File: config.mk
export PLATFORM = sky130hd
export DESIGN_NAME = aes_axi_burst_master
export DESIGN_NICKNAME = d
export VERILOG_FILES = /design/src/rtl/aes_axi_pkg.sv /design/src/rtl/aes_axi_burst_master.sv
export SDC_FILE = /design/constraint.sdc
export NUM_CORES = 1
export LEC_CHECK = 0
export CAP_MARGIN = 20
export CORE_MARGIN = 4
export CORE_UTILIZATION = 27
export CTS_CLUSTER_DIAMETER = 150
export CTS_CLUSTER_SIZE = 25
export DETAILED_ROUTE_END_ITERATION = 10
export PLACE_DENSITY = 0.77
export SYNTH_ARGS = -nofsm -noshare
export SYNTH_HDL_FRONTEND = slang
export SYNTH_SLANG_ARGS = --single-unit
File: constraint.sdc
create_clock -name m00_axi_aclk -period 1.55 [get_ports m00_axi_aclk]
set_input_delay 0.3875 -clock m00_axi_aclk [delete_from_list [all_inputs] [get_ports m00_axi_aclk]]
set_output_delay 0.3875 -clock m00_axi_aclk [all_outputs]
set_load 0.005 [all_outputs]
File: src/rtl/aes_axi_pkg.sv
// Shared types and AXI encodings for the AES256 AXI4 burst master.
package aes_axi_pkg;

    typedef enum logic [2:0] {
        S_IDLE,
        S_AW,
        S_W,
        S_B,
        S_AR,
        S_R,
        S_DONE
    } state_e;

    localparam logic [2:0] AXI_SIZE_4B     = 3'b010;
    localparam logic [1:0] AXI_BURST_INCR  = 2'b01;
    localparam logic [1:0] AXI_RESP_OKAY   = 2'b00;
    localparam logic [1:0] AXI_RESP_SLVERR = 2'b10;

endpackage

File: src/rtl/aes_axi_burst_master.sv
// Command-driven AXI4 master issuing one INCR burst (1-256 beats) at a time.
// Optional AES_AXIM_RLAST_CHECK_EN: flag rlast/beat-count disagreement as an error.
module aes_axi_burst_master
    import aes_axi_pkg::*;
#(
    parameter int                  ADDR_WIDTH = 6,
    parameter int                  DATA_WIDTH = 32,
    parameter int                  ID_WIDTH   = 2,
    parameter logic [ID_WIDTH-1:0] AXI_ID     = 2'b11
) (
    input  logic                    m00_axi_aclk,
    input  logic                    m00_axi_aresetn,

    input  logic                    cmd_valid,
    output logic                    cmd_ready,
    input  logic                    cmd_write,
    input  logic [ADDR_WIDTH-1:0]   cmd_addr,
    input  logic [7:0]              cmd_len,

    input  logic [DATA_WIDTH-1:0]   wr_data,
    input  logic                    wr_valid,
    output logic                    wr_ready,

    output logic [DATA_WIDTH-1:0]   rd_data,
    output logic                    rd_last,
    output logic                    rd_valid,
    input  logic                    rd_ready,

    output logic                    done,
    output logic                    err,

    output logic [ADDR_WIDTH-1:0]   m00_axi_awaddr,
    output logic [7:0]              m00_axi_awlen,
    output logic [2:0]              m00_axi_awsize,
    output logic [1:0]              m00_axi_awburst,
    output logic [ID_WIDTH-1:0]     m00_axi_awid,
    output logic                    m00_axi_awvalid,
    input  logic                    m00_axi_awready,

    output logic [DATA_WIDTH-1:0]   m00_axi_wdata,
    output logic [DATA_WIDTH/8-1:0] m00_axi_wstrb,
    output logic                    m00_axi_wlast,
    output logic                    m00_axi_wvalid,
    input  logic                    m00_axi_wready,

    input  logic [1:0]              m00_axi_bresp,
    input  logic [ID_WIDTH-1:0]     m00_axi_bid,
    input  logic                    m00_axi_bvalid,
    output logic                    m00_axi_bready,

    output logic [ADDR_WIDTH-1:0]   m00_axi_araddr,
    output logic [7:0]              m00_axi_arlen,
    output logic [2:0]              m00_axi_arsize,
    output logic [1:0]              m00_axi_arburst,
    output logic                    m00_axi_arvalid,
    input  logic                    m00_axi_arready,

    input  logic [DATA_WIDTH-1:0]   m00_axi_rdata,
    input  logic [1:0]              m00_axi_rresp,
    input  logic                    m00_axi_rlast,
    input  logic                    m00_axi_rvalid,
    output logic                    m00_axi_rready
);

    state_e                  state, state_n;
    logic [ADDR_WIDTH-1:0]   addr_q;
    logic [7:0]              len_q;
    logic [7:0]              beat_cnt;
    logic                    err_acc;
    logic                    cmd_ready_q;
    logic                    awvalid_q;
    logic                    arvalid_q;
    logic                    last_beat;
    logic                    w_hs;
    logic                    r_hs;
    logic                    r_end;
    logic                    r_fault;

    assign last_beat = (beat_cnt == len_q);
    assign w_hs      = (state == S_W) && wr_valid && m00_axi_wready;
    assign r_hs      = (state == S_R) && m00_axi_rvalid && rd_ready;

`ifdef AES_AXIM_RLAST_CHECK_EN
    // An early rlast cuts the burst short; a missing rlast on the counted last beat does not.
    assign r_end   = last_beat || m00_axi_rlast;
    assign r_fault = last_beat ? !m00_axi_rlast : m00_axi_rlast;
`else
    logic unused_rlast;
    assign unused_rlast = m00_axi_rlast;
    assign r_end        = last_beat;
    assign r_fault      = 1'b0;
`endif

    always_comb begin
        state_n = state;
        case (state)
            S_IDLE: if (cmd_valid && cmd_ready_q) state_n = cmd_write ? S_AW : S_AR;
            S_AW:   if (m00_axi_awready) state_n = S_W;
            S_W:    if (w_hs && last_beat) state_n = S_B;
            S_B:    if (m00_axi_bvalid) state_n = S_DONE;
            S_AR:   if (m00_axi_arready) state_n = S_R;
            S_R:    if (r_hs && r_end) state_n = S_DONE;
            S_DONE: state_n = S_IDLE;
            default: state_n = S_IDLE;
        endcase
    end

    // Handshake-facing valids/ready are registered from the next state so
    // they never depend combinationally on the slave's ready inputs.
    always_ff @(posedge m00_axi_aclk or negedge m00_axi_aresetn) begin
        if (!m00_axi_aresetn) begin
            state       <= S_IDLE;
            cmd_ready_q <= 1'b0;
            awvalid_q   <= 1'b0;
            arvalid_q   <= 1'b0;
            addr_q      <= '0;
            len_q       <= '0;
            beat_cnt    <= '0;
            err_acc     <= 1'b0;
        end else begin
            state       <= state_n;
            cmd_ready_q <= (state_n == S_IDLE);
            awvalid_q   <= (state_n == S_AW);
            arvalid_q   <= (state_n == S_AR);
            if (state == S_IDLE && cmd_valid && cmd_ready_q) begin
                addr_q   <= cmd_addr;
                len_q    <= cmd_len;
                beat_cnt <= '0;
                err_acc  <= 1'b0;
            end
            if (w_hs || r_hs) beat_cnt <= beat_cnt + 8'd1;
            if (state == S_B && m00_axi_bvalid)
                err_acc <= err_acc | (m00_axi_bresp != AXI_RESP_OKAY) | (m00_axi_bid != AXI_ID);
            if (r_hs)
                err_acc <= err_acc | (m00_axi_rresp != AXI_RESP_OKAY) | r_fault;
        end
    end

    assign cmd_ready       = cmd_ready_q;

    assign m00_axi_awaddr  = addr_q;
    assign m00_axi_awlen   = len_q;
    assign m00_axi_awsize  = AXI_SIZE_4B;
    assign m00_axi_awburst = AXI_BURST_INCR;
    assign m00_axi_awid    = AXI_ID;
    assign m00_axi_awvalid = awvalid_q;

    assign m00_axi_wdata   = wr_data;
    assign m00_axi_wstrb   = '1;
    assign m00_axi_wlast   = last_beat;
    assign m00_axi_wvalid  = (state == S_W) && wr_valid;
    assign wr_ready        = (state == S_W) && m00_axi_wready;

    assign m00_axi_bready  = (state == S_B);

    assign m00_axi_araddr  = addr_q;
    assign m00_axi_arlen   = len_q;
    assign m00_axi_arsize  = AXI_SIZE_4B;
    assign m00_axi_arburst = AXI_BURST_INCR;
    assign m00_axi_arvalid = arvalid_q;

    assign rd_data         = m00_axi_rdata;
    assign rd_last         = last_beat;
    assign rd_valid        = (state == S_R) && m00_axi_rvalid;
    assign m00_axi_rready  = (state == S_R) && rd_ready;

    assign done            = (state == S_DONE);
    assign err             = (state == S_DONE) && err_acc;

endmodule

==> qor.txt, run 1 <==
startpoint types = flip-flop
Vias per Instance = 4.355
Avg Inst Size Synth = 8.883 um^2
non-filler instance count after layout = 414
initial antenna violation count = 0
Port Buffers = 70
RSZ-0062 raised after global routing = yes
fin util = 40.70%
Post-Syn Instances = 251
final hold vios = 0
Yosys reg bits = 29
PD cells = 1524 nW/um^2
# diodes = 0
Final Hold Slack = 0.4592 ns
Setup-failing EPs final = 32
Area after DPL = 2690 um^2
final worst-path cycle share = 115.6%
status = complete, but fails checks
EDFF count, synth = 0
Async SR Flop Fraction = 100.0%
Pwr Total = 4.892 mW
Post-synth top flop = dfrtp_1
violated checks = setup timing
worst path required time = 1.70 ns
vias in the first global route = 1860
all-layer global routing usage = 11.78%
DP HPWL = 4.377 mm
cell row count = 32
Reg2Reg Depth = 7
# DRC = 0
Clock Root Buffer = clkbuf_8
CP arrival = 1.95 ns
final max-slew violation count = 0
Worst-path clk slew = 0.07 ns
# hold bufs at CTS = 0
Syn Std Cell Area = 2230 um^2
Critical Path Sink Type = flip-flop
Final WS setup = -0.2420 ns
TritonCTS buffer count = 5
sequential area share after synthesis = 32.55%
Die Y = 98.88 um
Core Footprint = 7888 um^2
synth top area cells = dfrtp_1 (33%), buf_4 (32%), nand2_1 (8.6%)
Max-cap violations = 0
Finished Cell Area = 3211 um^2
Starting Density = 28.27%
most common cell after layout, fill and taps aside = buf_4
metal3 WL = 638 um
global-route wire length before repair = 9.163 mm
metal2 WL = 2.969 mm
drt initial violations = 36
CTS tree = yes
Placed Cells = 379
gr ovfl total = 0
fillers = 760
M1 wire length = 2.281 mm
via count = 1803
Initial DRT Pass Iterations = 4
Max Fclk = 0.5580 GHz
area leader, netlist = dfrtp_1
Yosys cell types = 43
synth warn = 0
Detailed Route WL = 6.034 mm
post-route ant nets = 0
Final #Nets = 408
min cycle time layout = 1.792 ns
VDD IR-drop max = 0.5270 mV
Clock Skew = 0.005497 ns
CTS max path bufs = 2
P_leak = 1.638 nW
worst-skew pair later-pin latency = 0.29 ns
GPL Wtd Cong = 0.8500
most frequent cells in the layout = buf_4 (52), nand2_1 (34), clkdlybuf4s50_1 (30)
clk sink count = 29
io pins = 216
Hold Path Class = in -> async
Die Wd = 98.88 um
register area = 730.7 um^2
critical path class = reg -> reg
Avg WL per Cell = 14.57 um
area occupied by multi-input gates = 970.9 um^2
top routing layer in use = met4
die area = 9776 um^2
Worst Path Max Fanout = 7
H-tree depth = 2
share of cells above drive strength 1 = 46.15%
post-synth top area share = 32.55%
largest net degree at the start of global routing = 30
area grow syn2layout = 44.00%
## report_power, final
part	total, mW	internal, mW	switching, mW	leakage (nW)
clock	0.948	0.638	0.310	0.0681
combinational	2.70	1.62	1.07	1.20
sequential	1.25	1.02	0.225	0.373
## area by class of cell
cell class | instances | share of cell area (%)
repair buffers | 141 | 38.74
well taps | 102 | 3.975
clock inverters | 3 | 2.026
clock buffers | 5 | 2.143
flip-flops and latches | 29 | 22.76
inverters | 1 | 0.1169
multi-input cells | 133 | 30.24
## cell families after synthesis
kind of cell	after synthesis	share of synthesized area (%)
XOR/XNOR	9	3.536
buffers and inverters	103	34.57
AO/OA/AOI/OAI	23	9.205
multiplexers	2	0.9540
adder cells (fa/ha/maj)	1	0.5611
AND/OR/NAND/NOR	82	18.29
flip-flops	29	32.55
other	2	0.3368
## state kept, by name, summed over array words and instances (netlist names)
signal           cells
m00_axi_awvalid      1
cmd_ready            1
m00_axi_arvalid      1
err_acc              1
m00_axi_arlen        8
beat_cnt             8
m00_axi_araddr       6
state                3
## final timing paths
path,startpoint,endpoint,slack (ns)
max in group asynchronous,m00_axi_aresetn,m00_axi_arlen[3],0.90
hold / removal,m00_axi_aresetn,m00_axi_arvalid,0.46
setup / recovery,state[1],beat_cnt[7],-0.24
setup reg to reg,state[1],beat_cnt[7],-0.24
min in group m00_axi_aclk,m00_axi_araddr[1],m00_axi_araddr[1],0.51
hold reg to reg,m00_axi_araddr[1],m00_axi_araddr[1],0.51
## per-stage QoR
stage | setup TNS, ns | setup slack (ns)
after floorplan | 0 | 0.003078
after global placement | -11.88 | -0.4039
after detailed placement | -12.47 | -0.4548
after CTS | -4.338 | -0.2329
after global routing | -6.864 | -0.3149
final | -4.494 | -0.2420
## cell usage after synthesis, types with 2 or more instances
master and number:
and2_2 2, nand2_1 51, and3_1 4, a21oi_1 2, a211o_1 3, xnor2_1 8
nor4_1 2, buf_2 4, and3b_1 2, o311ai_0 2, dfrtp_1 29, nand4_1 2
nand3_1 5, o41ai_1 2, nor3_1 3, conb_1 2, buf_6 3, nor2_1 5
buf_4 95, o21ai_0 2
## worst max-delay path, stage by stage, from the launching register on
cell      delay [ns]
dfrtp_2         0.42
buf_6           0.12
and3b_2         0.23
buf_6           0.11
a32oi_4         0.15
buf_6           0.17
o311ai_4        0.31
o41ai_4         0.14
## metal layers
metal | track usage [%] | up-vias
met1 | 12.90 | 835
met3 | 5.591 | 26
met5 | 0 | -
met2 | 19.83 | 101
met4 | 4.307 | 0
li1 | - | 841
## what timing repair did
action                                  4_1_cts  5_1_grt
setup buffers                                24        7
resized for setup                           121       40
pin swaps                                    46        8
endpoints found under the hold margin         0        0
endpoints found under the setup margin       61       42
(Power assumes the default switching activity.)
==> inputs of run 2 (changes only) <==
--- a/config.mk
+++ b/config.mk
@@ -5,6 +5,7 @@
 export SDC_FILE = /design/constraint.sdc
 export NUM_CORES = 1
 export LEC_CHECK = 0
+export ABC_CLOCK_PERIOD_IN_PS = 1550
 export CAP_MARGIN = 20
 export CORE_MARGIN = 4
 export CORE_UTILIZATION = 27
==> results of run 2 <==
No change in the layout: final DEF, timing and power equal those of run 1.
==> inputs of run 3 (changes only) <==
--- a/config.mk
+++ b/config.mk
@@ -5,14 +5,16 @@
 export SDC_FILE = /design/constraint.sdc
 export NUM_CORES = 1
 export LEC_CHECK = 0
+export ABC_AREA = 1
 export ABC_CLOCK_PERIOD_IN_PS = 1550
 export CAP_MARGIN = 20
 export CORE_MARGIN = 4
-export CORE_UTILIZATION = 27
+export CORE_UTILIZATION = 28
 export CTS_CLUSTER_DIAMETER = 150
 export CTS_CLUSTER_SIZE = 25
 export DETAILED_ROUTE_END_ITERATION = 10
-export PLACE_DENSITY = 0.77
+export PLACE_DENSITY = 0.79
+export SLEW_MARGIN = 10
 export SYNTH_ARGS = -nofsm -noshare
 export SYNTH_HDL_FRONTEND = slang
 export SYNTH_SLANG_ARGS = --single-unit
==> run 3 against run 2 <==
- largest cell class unchanged
- register-to-register slack gained 0.18 ns
- utilization decreased by 0.63 points
- maximum frequency shrank 4.2%
- cell area shrank 3.0%
- hold slack better by 0.0063 ns
- via count grew 3.0%
- clock power decreased by 13%
- synthesized cell count increased by 17%
- the run still ends with setup timing left
- synthesized area up 0.73%
==> qor.txt, run 3 <==
status = complete, but fails checks
violated checks = setup timing
DP HPWL = 4.054 mm
Initial DRT Pass Iterations = 4
Die Wd = 97.56 um
Starting Density = 28.91%
TritonCTS buffer count = 5
Area after DPL = 2723 um^2
synth top area cells = dfrtp_1 (32%), buf_4 (32%), nand2_1 (11%)
sequential area share after synthesis = 32.31%
Die Y = 97.56 um
startpoint types = flip-flop
gr ovfl total = 0
Async SR Flop Fraction = 100.0%
Worst path slowest cell = dfrtp_1
post-route ant nets = 0
clk sink count = 29
Avg Inst Size Synth = 7.639 um^2
Reg2Reg Depth = 11
Core Footprint = 7767 um^2
Critical Path Sink Type = primary output
worst path required time = 1.16 ns
Net Sw Power = 1.960 mW
H-tree depth = 2
initial antenna violation count = 0
main combinational cell family by area after synthesis = buffers and inverters
Bufs and invs on worst path = 2
Pwr Total = 5.290 mW
power share of the sequential group = 24.6%
Clock power frac = 15.7%
Worst Path Max Fanout = 2
Detailed Route WL = 5.634 mm
P_leak = 1.639 nW
Post-synth top flop = dfrtp_1
post-synth top area share = 32.31%
Compound-Gate Fraction of Synth Area = 4.234%
Critical Path Sink = rd_last
crit-path cells = xnor2_1 -> nand2_1 -> nor4_4 -> buf_4 -> buf_6
synth warn = 0
EDFF count, synth = 0
commonest cells in the netlist = buf_4 (95), nand2_1 (67), dfrtp_1 (29), inv_1 (25), nor2_1 (15)
most common cell after layout, fill and taps aside = nand2_1
Worst-path clk slew = 0.07 ns
Post-Synth Adder-Cell Area = 0.5571%
final worst-path cycle share = 120.7%
final hold vios = 0
all-layer global routing usage = 11.46%
Clock Root Buffer = clkbuf_8
Synth Area in Simple Gates = 22.95%
Vias per Instance = 4.136
RSZ-0062 raised after global routing = yes
cell row count = 32
share of cells above drive strength 1 = 34.29%
CTS max path bufs = 2
most frequent cell after synthesis = buf_4
min cycle time layout = 1.871 ns
post-synthesis mux area share = 0%
# DRC = 0
drt initial violations = 33
internal power = 3.330 mW
Yosys reg bits = 29
worst-skew pair later-pin latency = 0.28 ns
# diodes = 0
worst slack at placement = -0.3728 ns
Max-cap violations = 0
Syn Std Cell Area = 2246 um^2
area grow syn2layout = 38.61%
Reg2Reg Capture Point = m00_axi_arvalid
global-route wire length before repair = 8.949 mm
vias in the first global route = 1911
die area = 9518 um^2
via count = 1857
slowest stage delay, CP = 0.40 ns
worst reg2reg setup slack = -0.06 ns
CP arrival = 1.48 ns
fin util = 40.08%
Port Buffers = 70
fillers = 772
Sw Ratio = 37.04%
GPL Wtd Cong = 0.8161
critical path class = reg -> out
Crit. Startpoint = m00_axi_arlen[2]
Avg WL per Cell = 12.55 um
CTS tree = yes
most frequent cells in the layout = nand2_1 (62), buf_4 (46), clkdlybuf4s50_1 (30)
Hold Path Class = in -> async
Clock Skew = 0.01075 ns
R2R Path Start = state[2]
Max Fclk = 0.5344 GHz
Setup-failing EPs final = 9
largest net degree at the start of global routing = 30
PD cells = 1699 nW/um^2
VDD IR-drop max = 0.4670 mV
critical path depth in cells = 5
Final #Nets = 443
Finished Cell Area = 3113 um^2
combinational share of power = 59.8%
family with the most delay on the worst path = simple AND/OR/NAND/NOR gates
post-synthesis xor/xnor area fraction = 2.340%
Post-Syn Instances = 294
final max-slew violation count = 0
area leader, netlist = dfrtp_1
Yosys cell types = 28
# hold bufs at CTS = 0
Final WS setup = -0.3211 ns
io pins = 216
-- run 3: changes by cell type after synthesis, sizes merged, moves of 4 or more --
cell and delta:
nor2 +13, nand2 +21, xnor2 -5, and3 -4
o21ai +9, inv +28, nand3 +7, buf -4
-- run 3: how the worst min path moves through the flow --
stage,end,slack (ns),cells after the start
floorplan,beat_cnt[0],0.09,0
global placement,beat_cnt[7],0.48,1
detailed placement,m00_axi_araddr[4],0.49,2
CTS,m00_axi_arlen[4],0.47,2
global route,m00_axi_arlen[3],0.48,2
finish,m00_axi_arlen[4],0.47,2
-- run 3: layout make-up --
| class | count | area (um^2) | area share [%] |
|---|---|---|---|
| multi-input cells | 152 | 877.1 | 28.18 |
| repair buffers | 129 | 1150 | 36.94 |
| clock buffers | 7 | 86.33 | 2.773 |
| inverters | 29 | 113.9 | 3.658 |
| well taps | 102 | 127.6 | 4.100 |
| flip-flops and latches | 29 | 728.2 | 23.39 |
| clock inverters | 1 | 30.03 | 0.9646 |
-- run 3: cells by family (layout without fill, tap and decap cells) --
| kind of cell | count (synthesis) | in the layout |
|---|---|---|
| buffers and inverters | 127 | 166 |
| and+or+nand+nor | 112 | 112 |
| DFF | 29 | 29 |
| AOI/OAI and AO/OA | 17 | 17 |
| xor gates and xnor gates | 6 | 6 |
| other | 2 | 16 |
| adders and majority gates | 1 | 1 |
-- run 3: repair_timing --
item / 4_1_cts / 5_1_grt
pin swaps: 10 / 13
setup buffers: 21 / 7
setup endpoints to repair: 38 / 30
resized for setup: 94 / 42
-- run 3: routing by layer --
metal | wire length (um) | GRT usage (%) | vias to the layer above
met1 | 2103 | 12.15 | 873
met3 | 402 | 3.877 | 19
met4 | 125 | 5.112 | 0
met5 | 0 | 0 | -
li1 | - | - | 899
met2 | 3002 | 20.45 | 66
-- run 3: per-stage QoR --
stage / TNS, ns / instances / hold slack [ns]
floorplan: 0 / 308 / 0.09191
global placement: -3.583 / 421 / 0.4799
detailed placement: -3.890 / 421 / 0.4857
CTS: -1.351 / 448 / 0.4700
global route: -2.174 / 449 / 0.4791
finish: -1.220 / 449 / 0.4655
-- run 3: worst register-to-register path: stages (launching register included) --
cell,delay [ns]
dfrtp_2,0.42
buf_6,0.12
buf_6,0.11
nor2_4,0.14
nand2_4,0.09
buf_6,0.12
nor3_2,0.13
nand3_1,0.10
nand2_1,0.10
inv_2,0.05
nand2_4,0.08
nor2_2,0.04
-- run 3: power groups by stage --
stage | Combinational, mW | Clock [mW] | Sequential [mW]
after CTS | 2.99 | 0.859 | 1.29
after floorplan | 1.31 | 0 | 1.36
after detailed placement | 2.67 | 0 | 1.34
final | 3.16 | 0.828 | 1.30
after global placement | 2.61 | 0 | 1.33
after global routing | 3.46 | 0.890 | 1.35
==> variant 1: new RTL, flow settings as in run 2 <==
The option `AES_AXIM_RLAST_CHECK_EN` is turned on by a define.
--- a/src/rtl/aes_axi_burst_master.sv
+++ b/src/rtl/aes_axi_burst_master.sv
@@ -2,2 +2,4 @@
 // Optional AES_AXIM_RLAST_CHECK_EN: flag rlast/beat-count disagreement as an error.
+`define AES_AXIM_RLAST_CHECK_EN
+
 module aes_axi_burst_master
Function: changed (a bounded check fails within 10 cycles, from zero or initial values and one cycle with m00_axi_aresetn low).
==> variant 1 against run 2 <==
The flow still finishes with violations (setup timing). Area after synthesis rose by 1.9%. Total power increased by 1.9%. Sequential cell count unchanged. Wire length down 6.5%. Design area shrank 3.9%. Worst hold slack better by 28 ps. Worst setup slack got worse by 400 ps. Global-route usage shrank 0.71 points. Critical endpoint is now state[0]$_DFF_PN0_. Largest cell class unchanged.
==> variant 1: results (changes against run 2) <==
Route
  • Iteration-0 DRC Markers: 88 (+140%)
  • First drt pass iteration count: 5 (+1)
  • Vias: 1645 (-8.8%)
  • Vias per cell: 4.30 (-1.4%)
  • Wirelength per Cell: 14.7 um (+1.1%)

Cells and area
  • Fill cells: 788 (+3.7%)
  • Share of cells above drive strength 1: 41.0% (-5.1 points)
  • Final nets: 375 (-8.1%)
  • Ant diodes: 0 (unchanged)

Setup path
  • Delay-heaviest family, CP: simple AND/OR/NAND/NOR gates
  • Slowest-stage cell, CP: dfrtp_1
  • Largest fanout on the critical path: 3 (-4)
  • Critical path class: flip-flop to flip-flop
  • Reg-to-reg startpoint: beat_cnt[0]$_DFFE_PN0P_
  • Largest stage delay on the critical path: 400 ps (-20 ps)
  • Crit path DAT: 2360 ps (+410 ps)

Global routing
  • Initial antenna violation count: 0 (unchanged)
  • Number of global-route vias before repair: 1696 (-8.8%)
  • First-pass GRT wire length: 8.67 mm (-5.4%)
  • Total track usage: 11.1% (-0.71 points)
  • Largest net degree at the start of global routing: 30 (unchanged)

Synthesis
  • Synthesized netlist cell count: 229 (-8.8%)
  • Synth unique cells: 44 (+2.3%)
  • Synth warnings: 0 (unchanged)
  • Ranking of synthesized cells by area: dfrtp_1, buf_4, mux2_4
  • Post-synth top flop: dfrtp_1
  • Commonest cells post-synth: buf_4, dfrtp_1, mux2_4
  • Register area share after synthesis: 32.0% (-0.59 points)
  • Ys async rst share: 100% (unchanged)

Hold path
  • Worst hold path class: input port to async pin

Clock network
  • Clk root buf: clkbuf_8
  • Total CTS buffers: 5 (unchanged)
  • H-Tree Depth: 2 (unchanged)
  • CTS Buffer Depth: 2 (unchanged)
  • CTS clk-pin slew, worst paths: 60 ps

Place
  • Placed Cells: 350 (-7.7%)
  • Gpl congestion: 0.799 (-6.0%)
  • Area post-placement: 0.00266 mm^2 (-1.3%)
  • Post-DP HPWL: 4.00 mm (-8.6%)
  • Port bufs: 71 (+1.4%)

STA
  • Final setup vio count: 39 (+22%)
  • Final worst setup slack: -641 ps (-399 ps)
  • Worst Skew: 4.15 ps (-1.34 ps)

Run status
  • Outcome: complete, but fails checks
  • Failing checks: setup timing

Power
  • Peak supply drop: 0.535 mV (+1.5%)
  • Lkg Pwr: 1.57 nW (-4.2%)
variant 1: final timing paths:
kind                       depth (start not counted)  slack [ps]                       endpoint
setup / recovery                                   9        -640             state[0]$_DFF_PN0_
hold / removal                                     2         490   m00_axi_arlen[4]$_DFFE_PN0P_
setup reg to reg                                   9        -640             state[0]$_DFF_PN0_
hold reg to reg                                    1         560  m00_axi_araddr[3]$_DFFE_PN0P_
max in group asynchronous                          2         880             state[1]$_DFF_PN0_
min in group m00_axi_aclk                          1         560  m00_axi_araddr[3]$_DFFE_PN0P_
variant 1: cell type report:
cell class              count  area, um^2  area share, %
clock buffers               7        96.3           3.12
clock inverters             1        5.00          0.162
inverters                   5        21.3          0.689
multi-input cells         108         907           29.4
flip-flops and latches     29         728           23.6
well taps                 105         131           4.26
repair buffers            128        1200           38.8
variant 1: cells by family after synthesis:
group	share of synthesized area [%]
buf+inv	34.8
simple gates	12.6
mux	10.4
compound gates	5.40
flops	32.0
fa+ha+maj	1.10
xor+xnor	3.47
other cells	0.331
variant 1: layer usage:
| layer | vias up | track usage (%) | share of wire (%) | wire length, um |
|---|---|---|---|---|
| li1 | 747 | - | - | - |
| met3 | 30 | 4.70 | 9.7 | 546 |
| met4 | 0 | 5.67 | 4.0 | 226 |
| met5 | - | 0 | 0 | 0 |
| met2 | 68 | 18.8 | 51 | 2900 |
| met1 | 800 | 11.7 | 35 | 1970 |
variant 1: timing repair:
item | in CTS | in global routing
pin swaps | 12 | 8
setup endpoints to repair | 66 | 51
gates cloned | 2 | 0
buffers inserted | 20 | 6
resized for setup | 83 | 29
variant 1: stage by stage:
| stage | TNS (ps) | hold slack [ps] | util [%] | total power [mW] | worst slack [ps] |
|---|---|---|---|---|---|
| 2_1_floorplan | -2140 | 91.9 | - | 2.78 | -323 |
| 3_3_place_gp | -16880 | 520 | 32.3 | 3.78 | -610 |
| 3_5_place_dp | -17460 | 532 | 32.3 | 3.87 | -647 |
| 4_1_cts | -11540 | 497 | 37.0 | 4.96 | -629 |
| 5_1_grt | -17410 | 507 | 37.6 | 5.35 | -709 |
| 6_report | -15270 | 488 | 37.6 | 4.98 | -641 |
variant 1: worst reg2reg max path: cells and delay by family (launching register included):
family	cells	cell delay [ps]
compound gates	3	560
xor+xnor	1	180
fa+ha+maj	1	160
buf+inv	1	150
flops	1	400
simple gates	3	640
variant 1: where the power goes:
group,internal (mW),total [mW],switching (mW)
combinational,1.91,2.94,1.03
clock,0.400,0.675,0.274
sequential,1.08,1.37,0.293
total,3.39,4.98,1.60
==> variant 2: new RTL, config.mk and constraints of run 2 <==
Made on the original files. Reset style: synchronous (`m00_axi_aresetn`), changed in one clocked block.
--- a/src/rtl/aes_axi_burst_master.sv
+++ b/src/rtl/aes_axi_burst_master.sv
@@ -109,3 +109,3 @@
     // they never depend combinationally on the slave's ready inputs.
-    always_ff @(posedge m00_axi_aclk or negedge m00_axi_aresetn) begin
+    always_ff @(posedge m00_axi_aclk) begin
         if (!m00_axi_aresetn) begin
Behaviour: differs if m00_axi_aresetn is asserted again (counterexample within 4 cycles, from zero or initial values and one cycle with m00_axi_aresetn low); with m00_axi_aresetn held inactive, the same outputs for 10 cycles.
==> variant 2 against run 2 <==
The run still ends with setup timing left. Worst setup slack worse by 78 ps. First-iteration DRC count shrank 5.6%. Sequential share of layout area decreased by 3.4 points. Sequential cell count unchanged. Design area is 2.0% lower. Non-clock buffer count is 10 lower. Wire length down 2.5%. Area after synthesis shrank 3.5%. Synthesized cell count is 6.4% higher. Clock skew rose by 5.5 ps. Final cell count is 0.97% higher. Maximum frequency fell by 4.2%. Critical endpoint is now m00_axi_arvalid$_SDFF_PN0_. Highest routed layer unchanged.
Power is not compared: it rests on default switching activity, and its combinational part moved more than twofold at a synthesized area within 25%.
==> variant 2: results (changes against run 2) <==
Run status
  • Outcome: complete, but fails checks
  • Failing checks: setup timing

Setup path
  • Slowest-stage cell, CP: or3_4
  • Crit path DAT: 2070 ps (+120 ps)
  • Largest fanout on the critical path: 4 (-3)
  • Largest stage delay on the critical path: 380 ps (-40 ps)

Place
  • Placed Cells: 387 (+2.1%)
  • Area post-placement: 0.00257 mm^2 (-4.5%)
  • DP Worst Slack: -458 ps (-3.68 ps)
  • Post-DP HPWL: 4.13 mm (-5.7%)
  • Gpl congestion: 0.818 (-3.7%)

Synthesis
  • Synth warnings: 0 (unchanged)
  • Ranking of synthesized cells by area: buf_4, dfxtp_1, nand2_1
  • Synth unique cells: 44 (+2.3%)
  • Commonest cells post-synth: buf_4, nand2_1, dfxtp_1
  • Ys async rst share: 0% (-100 points)
  • Syn Area/Cell: 8.06 um^2 (-9.3%)
  • Register area share after synthesis: 27.0% (-5.6 points)
  • Post-synth top flop: dfxtp_1

STA
  • Final worst setup slack: -320 ps (-77.7 ps)
  • Worst Skew: 11.0 ps (+5.53 ps)
  • Final setup TNS: -2580 ps (+1910 ps)
  • Final setup vio count: 18 (-44%)

Route
  • Iteration-0 DRC Markers: 34 (-5.6%)
  • Met3 Wirelength: 533 um (-16%)
  • Met2 routed WL: 2.86 mm (-3.7%)
  • First drt pass iteration count: 4 (unchanged)
  • Vias per cell: 4.35 (about the same)
  • Wirelength per Cell: 14.1 um (-3.4%)

Global routing
  • First-pass GRT wire length: 8.84 mm (-3.5%)
  • GR Util met1: 11.9% (-1.0 points)
  • Largest net degree at the start of global routing: 20 (-33%)
  • Total track usage: 11.6% (-0.21 points)
  • Routing usage on met3: 4.24% (-1.4 points)
  • Number of global-route vias before repair: 1836 (-1.3%)
  • Global Route met2 Usage: 19.4% (-0.41 points)

Power
  • Lkg Pwr: 1.52 nW

Cells and area
  • Share of cells above drive strength 1: 41.8% (-4.4 points)
  • Fill cells: 766 (+0.79%)
  • Ant diodes: 0 (unchanged)
  • Post-route insts no fill: 418 (+0.97%)

Hold path
  • Worst hold path class: flip-flop to flip-flop
[variant 2: worst paths after layout]
check | end | slack [ps] | startpoint | cells past startpoint
max reg2reg | m00_axi_arvalid$_SDFF_PN0_ | -320 | beat_cnt[7]$_SDFFE_PN0P_ | 6
max | m00_axi_arvalid$_SDFF_PN0_ | -320 | beat_cnt[7]$_SDFFE_PN0P_ | 6
min reg2reg | m00_axi_araddr[1]$_SDFFE_PN0P_ | 460 | m00_axi_araddr[1]$_SDFFE_PN0P_ | 2
min | m00_axi_araddr[1]$_SDFFE_PN0P_ | 460 | m00_axi_araddr[1]$_SDFFE_PN0P_ | 2
[variant 2: power by group through the flow]
| stage | sequential, mW | combinational, mW | clock, mW |
|---|---|---|---|
| finish | 0.836 | 0.789 | 0.823 |
| global route | 0.843 | 0.842 | 0.882 |
| CTS | 0.833 | 0.634 | 0.856 |
| detailed placement | 0.841 | 0.582 | 0 |
| global placement | 0.841 | 0.572 | 0 |
| floorplan | 0.839 | 0.404 | 0 |
[variant 2: cells by family after synthesis]
| family | synth area share [%] |
|---|---|
| AOI/OAI and AO/OA | 12.7 |
| xor gates and xnor gates | 3.67 |
| adders and majority gates | 0.582 |
| buffers and inverters | 35.5 |
| DFF | 27.0 |
| muxes | 0.931 |
| other | 0.349 |
| and+or+nand+nor | 19.2 |
[variant 2: what timing repair did]
action	CTS	global route
setup endpoints to repair	53	41
hold buffers	0	0
gates resized for setup	106	51
pin swaps	19	16
buffers inserted	15	11
gates cloned	0	1
[variant 2: layout make-up]
type                       count  area [um^2]  area share [%]
clock buffer                   7         86.3            2.74
clock inverter                 1         30.0           0.954
inverter                       1         3.75           0.119
multi-input combinational    147         1020            32.4
sequential                    29          611            19.4
tap                          102          128            4.06
timing repair buffer         131         1270            40.4
